## src/rtl/fc_pkg.sv

```systemverilog
// fc_pkg: shared definitions for the fully-connected layer sequencer.
//   - fc_state_e : sequencer state encoding
//   - FC_*       : default width / size constants
//   - fc_cnt_w   : counter width able to index 0..n-1 (minimum 1 bit)
//   - fc_waddr_w : weight address width for an ni x no weight matrix
package fc_pkg;

  typedef enum logic [2:0] {
    IDLE    = 3'd0,
    LOAD    = 3'd1,
    COMPUTE = 3'd2,
    DRAIN   = 3'd3,
    OUTPUT  = 3'd4
  } fc_state_e;

  localparam int FC_AXI_BUS_WIDTH = 32;
  localparam int FC_DATA_WIDTH    = 16;
  localparam int FC_ACC_WIDTH     = 32;
  localparam int FC_NUM_INPUTS    = 64;
  localparam int FC_NUM_OUTPUTS   = 10;

  function automatic int fc_cnt_w(input int n);
    return (n <= 2) ? 1 : $clog2(n);
  endfunction

  function automatic int fc_waddr_w(input int ni, input int no);
    return fc_cnt_w(ni * no);
  endfunction

endpackage

```

## src/rtl/fc_act_buffer.sv

```systemverilog
// fc_act_buffer: NUM_INPUTS x DATA_WIDTH activation store.
//   clk, rst         : clock, async active-high reset (read register only)
//   wr_en/addr/data  : single write port
//   rd_en/addr       : read request
//   rd_data          : registered read data, valid one cycle after rd_en;
//                      this latency matches the weight ROM so activation
//                      and weight reach the MAC in the same cycle.
module fc_act_buffer
  import fc_pkg::*;
#(
  parameter int  NUM_INPUTS = FC_NUM_INPUTS,
  parameter int  DATA_WIDTH = FC_DATA_WIDTH,
  localparam int AW         = fc_cnt_w(NUM_INPUTS)
) (
  input  logic                  clk,
  input  logic                  rst,
  input  logic                  wr_en,
  input  logic [AW-1:0]         wr_addr,
  input  logic [DATA_WIDTH-1:0] wr_data,
  input  logic                  rd_en,
  input  logic [AW-1:0]         rd_addr,
  output logic [DATA_WIDTH-1:0] rd_data
);

  logic [DATA_WIDTH-1:0] mem_q [NUM_INPUTS];
  logic [DATA_WIDTH-1:0] rd_data_d;
  logic [DATA_WIDTH-1:0] rd_data_q;

  // Storage is never reset: contents persist until overwritten.
  always_ff @(posedge clk) begin
    if (wr_en) mem_q[wr_addr] <= wr_data;
  end

  always_comb begin
    rd_data_d = rd_en ? mem_q[rd_addr] : rd_data_q;
  end

  // Read stage boundary
  always_ff @(posedge clk or posedge rst) begin
    if (rst) rd_data_q <= '0;
    else     rd_data_q <= rd_data_d;
  end

  assign rd_data = rd_data_q;

endmodule

```

## src/rtl/fc_layer_sequencer.sv

```systemverilog
// fc_layer_sequencer: sequencer for one fully-connected layer.
// Buffers one activation frame from the AXI4-Stream slave, then for each
// output neuron streams weights (1-cycle ROM) and buffered activations into
// an external MAC and emits the accumulated result on the AXI4-Stream master.
//   axi_clk, axi_reset           : clock, async active-high reset
//   s_axis_*                     : activation input (keep ignored)
//   weight_rd_en, weight_addr    : weight ROM read, addr = n*NUM_INPUTS + i
//   mac_en, mac_clr, mac_act     : MAC control, aligned with ROM data
//   mac_acc                      : MAC accumulator
//   m_axis_*                     : one result per neuron, last on final one
//   busy                         : in COMPUTE, DRAIN or OUTPUT
//   err_len                      : sticky frame-length error
// Build option: FC_RELU_EN clamps negative results to zero.
module fc_layer_sequencer
  import fc_pkg::*;
#(
  parameter int  AXI_BUS_WIDTH = FC_AXI_BUS_WIDTH,
  parameter int  DATA_WIDTH    = FC_DATA_WIDTH,
  parameter int  ACC_WIDTH     = FC_ACC_WIDTH,
  parameter int  NUM_INPUTS    = FC_NUM_INPUTS,
  parameter int  NUM_OUTPUTS   = FC_NUM_OUTPUTS,
  localparam int WADDR_WIDTH   = fc_waddr_w(NUM_INPUTS, NUM_OUTPUTS)
) (
  input  logic                     axi_clk,
  input  logic                     axi_reset,
  input  logic                     s_axis_valid,
  input  logic [AXI_BUS_WIDTH-1:0] s_axis_data,
  output logic                     s_axis_ready,
  input  logic                     s_axis_last,
  input  logic [3:0]               s_axis_keep,
  output logic                     weight_rd_en,
  output logic [WADDR_WIDTH-1:0]   weight_addr,
  output logic                     mac_en,
  output logic                     mac_clr,
  output logic [DATA_WIDTH-1:0]    mac_act,
  input  logic [ACC_WIDTH-1:0]     mac_acc,
  output logic                     m_axis_valid,
  output logic [AXI_BUS_WIDTH-1:0] m_axis_data,
  input  logic                     m_axis_ready,
  output logic                     m_axis_last,
  output logic                     busy,
  output logic                     err_len
);

  localparam int IW = fc_cnt_w(NUM_INPUTS);
  localparam int NW = fc_cnt_w(NUM_OUTPUTS);

  fc_state_e state_q, state_d;

  logic                     arm_q, arm_d;
  logic [IW-1:0]            in_cnt_q, in_cnt_d;
  logic [IW-1:0]            i_cnt_q, i_cnt_d;
  logic [NW-1:0]            n_cnt_q, n_cnt_d;
  logic [WADDR_WIDTH-1:0]   waddr_q, waddr_d;
  logic                     drain_q, drain_d;
  logic                     err_len_q, err_len_d;
  logic [AXI_BUS_WIDTH-1:0] result_q, result_d;
  logic                     mac_en_p1_q, mac_en_p1_d;
  logic                     mac_clr_p1_q, mac_clr_p1_d;

  logic s_hs, m_hs, last_in, last_i, last_n, last_w;
  logic unused_bits;

  assign unused_bits = ^{s_axis_keep, s_axis_data[AXI_BUS_WIDTH-1:DATA_WIDTH]};

  assign s_hs    = (state_q == LOAD) && s_axis_valid;
  assign m_hs    = (state_q == OUTPUT) && m_axis_ready;
  assign last_in = (in_cnt_q == IW'(NUM_INPUTS - 1));
  assign last_i  = (i_cnt_q == IW'(NUM_INPUTS - 1));
  assign last_n  = (n_cnt_q == NW'(NUM_OUTPUTS - 1));
  assign last_w  = (waddr_q == WADDR_WIDTH'(NUM_INPUTS * NUM_OUTPUTS - 1));

  // Result capture: optional ReLU, then sign-extend or truncate to the bus.
  function automatic logic [AXI_BUS_WIDTH-1:0] fc_capture(
    input logic signed [ACC_WIDTH-1:0] acc
  );
`ifdef FC_RELU_EN
    if (acc[ACC_WIDTH-1]) return '0;
`endif
    return AXI_BUS_WIDTH'(acc);
  endfunction

  always_ff @(posedge axi_clk or posedge axi_reset) begin
    if (axi_reset) state_q <= IDLE;
    else           state_q <= state_d;
  end

  // IDLE waits for arm_q so LOAD begins on the second edge after reset.
  always_comb begin
    state_d = state_q;
    unique case (state_q)
      IDLE:    if (arm_q) state_d = LOAD;
      LOAD:    if (s_hs && last_in) state_d = COMPUTE;
      COMPUTE: if (last_i) state_d = DRAIN;
      DRAIN:   if (drain_q) state_d = OUTPUT;
      OUTPUT:  if (m_hs) state_d = last_n ? LOAD : COMPUTE;
      default: state_d = IDLE;
    endcase
  end

  always_comb begin
    s_axis_ready = 1'b0;
    weight_rd_en = 1'b0;
    weight_addr  = '0;
    m_axis_valid = 1'b0;
    m_axis_last  = 1'b0;
    busy         = 1'b0;
    unique case (state_q)
      LOAD:    s_axis_ready = 1'b1;
      COMPUTE: begin
        weight_rd_en = 1'b1;
        weight_addr  = waddr_q;
        busy         = 1'b1;
      end
      DRAIN:   busy = 1'b1;
      OUTPUT:  begin
        m_axis_valid = 1'b1;
        m_axis_last  = last_n;
        busy         = 1'b1;
      end
      default: ;
    endcase
  end

  // Weight addresses run sequentially across neurons, so a single counter
  // tracks n*NUM_INPUTS + i without a multiplier.
  always_comb begin
    arm_d        = 1'b1;
    in_cnt_d     = in_cnt_q;
    i_cnt_d      = i_cnt_q;
    n_cnt_d      = n_cnt_q;
    waddr_d      = waddr_q;
    drain_d      = 1'b0;
    err_len_d    = err_len_q;
    result_d     = result_q;
    mac_en_p1_d  = (state_q == COMPUTE);
    mac_clr_p1_d = (state_q == COMPUTE) && (i_cnt_q == '0);
    unique case (state_q)
      LOAD: begin
        if (s_hs) begin
          if (last_in) begin
            in_cnt_d = '0;
            i_cnt_d  = '0;
            n_cnt_d  = '0;
            waddr_d  = '0;
            if (!s_axis_last) err_len_d = 1'b1;
          end else if (s_axis_last) begin
            in_cnt_d  = '0;
            err_len_d = 1'b1;
          end else begin
            in_cnt_d = in_cnt_q + 1'b1;
          end
        end
      end
      COMPUTE: begin
        i_cnt_d = last_i ? '0 : i_cnt_q + 1'b1;
        waddr_d = last_w ? '0 : waddr_q + 1'b1;
      end
      DRAIN: begin
        drain_d = ~drain_q;
        if (drain_q) result_d = fc_capture(mac_acc);
      end
      OUTPUT: begin
        if (m_hs && !last_n) n_cnt_d = n_cnt_q + 1'b1;
      end
      default: ;
    endcase
  end

  // ROM-read stage boundary: MAC controls follow the read by one cycle
  always_ff @(posedge axi_clk or posedge axi_reset) begin
    if (axi_reset) begin
      arm_q        <= 1'b0;
      in_cnt_q     <= '0;
      i_cnt_q      <= '0;
      n_cnt_q      <= '0;
      waddr_q      <= '0;
      drain_q      <= 1'b0;
      err_len_q    <= 1'b0;
      result_q     <= '0;
      mac_en_p1_q  <= 1'b0;
      mac_clr_p1_q <= 1'b0;
    end else begin
      arm_q        <= arm_d;
      in_cnt_q     <= in_cnt_d;
      i_cnt_q      <= i_cnt_d;
      n_cnt_q      <= n_cnt_d;
      waddr_q      <= waddr_d;
      drain_q      <= drain_d;
      err_len_q    <= err_len_d;
      result_q     <= result_d;
      mac_en_p1_q  <= mac_en_p1_d;
      mac_clr_p1_q <= mac_clr_p1_d;
    end
  end

  fc_act_buffer #(
    .NUM_INPUTS (NUM_INPUTS),
    .DATA_WIDTH (DATA_WIDTH)
  ) u_act_buffer (
    .clk     (axi_clk),
    .rst     (axi_reset),
    .wr_en   (s_hs),
    .wr_addr (in_cnt_q),
    .wr_data (s_axis_data[DATA_WIDTH-1:0]),
    .rd_en   (state_q == COMPUTE),
    .rd_addr (i_cnt_q),
    .rd_data (mac_act)
  );

  assign mac_en      = mac_en_p1_q;
  assign mac_clr     = mac_clr_p1_q;
  assign m_axis_data = result_q;
  assign err_len     = err_len_q;

endmodule

```

## config.mk

```make
export PLATFORM = sky130hd
export DESIGN_NAME = fc_layer_sequencer
export DESIGN_NICKNAME = d
export VERILOG_FILES = /design/src/rtl/fc_pkg.sv /design/src/rtl/fc_act_buffer.sv /design/src/rtl/fc_layer_sequencer.sv
export SDC_FILE = /design/constraint.sdc
export NUM_CORES = 1
export LEC_CHECK = 0
export BUFFER_PORTS_ARGS = -buffer_cell sky130_fd_sc_hd__buf_2
export CORE_MARGIN = 2
export CORE_UTILIZATION = 29
export CTS_CLUSTER_DIAMETER = 60
export DETAILED_ROUTE_END_ITERATION = 12
export HOLD_SLACK_MARGIN = 0.1
export PLACE_DENSITY = 0.43
export SYNTH_ARGS = -nofsm -noshare
export SYNTH_HDL_FRONTEND = slang
export SYNTH_SLANG_ARGS = --single-unit
```

## constraint.sdc

```tcl
create_clock -name axi_clk -period 4.06 [get_ports axi_clk]
set_input_delay 0.812 -clock axi_clk [delete_from_list [all_inputs] [get_ports axi_clk]]
set_output_delay 0.812 -clock axi_clk [all_outputs]
set_load 0.005 [all_outputs]
```

==> run metrics <==
number of synthesized flops with an enable pin 1024; Final #Nets 2488; Setup WS post-layout 0.602 ns; LEAKAGE 16.5 nW; actual slew at the worst max-slew pin 1.31 ns; Post-CTS Hold Buffers 0; reg-to-reg startpoint i_cnt_q[0]; drt via density 4.91; die width 389 um; first-pass GRT wire length 170 mm; Mapped Area 42900 um2; Tot GR Track Use 0.157; layout cells sized above 1 0.296; startpoint types flip-flop; routed wire length 119 mm; Final Core Density 0.343; Setup crit end kind flip-flop; Slew HR 0.127; Starting Density 0.292; area leader, netlist edfxtp_1; post-DR wirelength/cell 26.8 um; Layout area overhead 17.7%; Max Clock Skew 0.0399 ns; min Tclk post-route 3.46 ns; Max-Cap Viols 0; Final Non-Filler Cells 4443; Peak Freq 0.289 GHz; I/O pin count 139; Worst Path Required 4.67 ns; setup TNS 0 ns; register bit total from synthesis 1106; Top FF cell, synth edfxtp_1; Syn Inst Count 2118; Post-Syn Area per Cell 20.3 um2; post-CTS sizing 0; GRT overflow 0; r2r endpoint u_act_buffer.rd_data[5]; Crit Path Max Fanout 23; Die ar. 151000 um2; Hold WS 0.242 ns; most frequent cells in the layout edfxtp_1 (1024), mux4_2 (212), buf_4 (155); CTS H-Tree Depth 3; synth warn 0; Vias 21800; DP Area 46800 um2; CTS max path bufs 3; commonest non-fill, non-tap cell in the layout edfxtp_1; storage element area 32800 um2; post-route DRC violation count 0; CTS tree done; failing checks antenna violations; FILL cells 13800; Final period util 0.852; post-route cell area 50600 um2; Clock Latency Late Sink 0.75 ns; clk slew on worst S/H paths 0.06 ns; GPL Wtd Cong 0.844; Setup CP Type flip-flop to flip-flop; Final setup viols 0; Data arrival, critical path 4.06 ns; Reg2Reg Depth 6; sequential fraction of the synthesis area 0.764; vias in the first global route 22700; synth unique cells 63; CTS Root Buffer Type clkbuf_16; CTS buffer count 120; max-slew violation count 0; Post-synth ARST share 0.0741; first drt pass iteration count 7; initial antenna violation count 6; RSZ-0062 raised after global routing no; Post-Syn Nets 2197; Final Hold Vio Count 0; largest net degree at the start of global routing 60; Die Y 389 um; Detail Placement HPWL 75.4 mm; R2R Setup Slk 0.60 ns; quantity of I/O buffers inserted on ports 118; P per Cell Area 640 nW/um2; Placement Rows 141; Peak VDD IR 409 uV; pre-CTS setup slack 0.482 ns; first-iteration detailed-routing DRC count 1845; clk sinks 1106; HP Class input pin to async pin; overall power 32.4 mW; Core ar. 147000 um2; post-CTS setup buffer count 0; post-synth top area share 0.716; Synth area leaders edfxtp_1 (72%), mux4_2 (11%), dfrtp_1 (4.8%), mux2i_1 (2.8%), mux2_2 (1.3%); DRT antenna net count 1; Cells after DPL 4217; multi-input logic area 9500 um2; status complete, but fails checks
## layer usage
| layer | up-vias | routed length, um | track usage | part of all wire |
|---|---|---|---|---|
| met1 | 11700 | 54300 | 0.219 | 0.46 |
| li1 | 9331 | - | - | - |
| met3 | 167 | 6010 | 0.0270 | 0.050 |
| met4 | 4 | 2470 | 0.0371 | 0.021 |
| met5 | - | 26 | 0 | 0.00022 |
| met2 | 603 | 56300 | 0.255 | 0.47 |
## registers in the layout (all words and copies together), names as in the netlist, 3 cells and up
name                  flops
u_act_buffer.mem_q     1024
m_axis_data              32
waddr_q                  10
i_cnt_q                   6
n_cnt_q                   4
in_cnt_q                  6
state_q                   3
u_act_buffer.rd_data     16
## cell families after synthesis
logic type	synth area share
simple gates	0.0305
flops	0.764
fa+ha+maj	0.00175
other cells	0.0000873
compound gates	0.0341
buf+inv	0.0157
xor+xnor	0.00184
mux	0.152
## worst max-delay path, stage by stage (launching register included)
cell      delay (ns)
dfrtp_4         0.77
buf_12          0.29
buf_4           0.26
mux4_2          0.52
a221oi_1        0.59
o22ai_1         0.44
o32a_1          0.41
## area by class of cell
class,instances,share of cell area
Tap cell,1930,0.0478
Multi-Input combinational cell,884,0.188
Antenna cell,6,0.000297
Clock buffer,148,0.0633
Timing Repair Buffer,286,0.0398
Inverter,11,0.000866
Sequential cell,1106,0.649
Clock inverter,72,0.0113
## Yosys cell counts (8+ instances only)
master / n
nor2b_1: 12
and2_1: 14
clkbuf_1: 50
mux2i_1: 121
mux4_2: 212
inv_1: 9
a22o_1: 9
a221oi_1: 17
buf_1: 8
a22oi_1: 63
nor3_1: 10
o21ai_0: 32
dfrtp_1: 82
nand2_1: 59
nor2_1: 111
a211oi_1: 10
nand3_1: 32
mux2_2: 49
buf_4: 11
buf_2: 35
nand4_1: 11
a21oi_1: 33
buf_6: 11
edfxtp_1: 1024
o32a_1: 10
## power by group
group | switching (mW) | total (mW) | internal, mW
Sequential | 0.549 | 13.4 | 12.9
Clock | 4.49 | 10.5 | 5.96
Combinational | 4.77 | 8.48 | 3.70
## worst max-delay path by stage
stage | slack [ns] | to | from
2_1_floorplan | 1.14 | arm_q | axi_reset
3_3_place_gp | 0.50 | u_act_buffer.mem_q[27][4] | s_axis_valid
3_5_place_dp | 0.48 | u_act_buffer.mem_q[27][4] | s_axis_valid
4_1_cts | 0.56 | u_act_buffer.rd_data[5] | i_cnt_q[0]
5_1_grt | 0.48 | u_act_buffer.rd_data[5] | i_cnt_q[0]
6_report | 0.60 | u_act_buffer.rd_data[5] | i_cnt_q[0]
No activity file was read; power rests on OpenSTA's default activity.
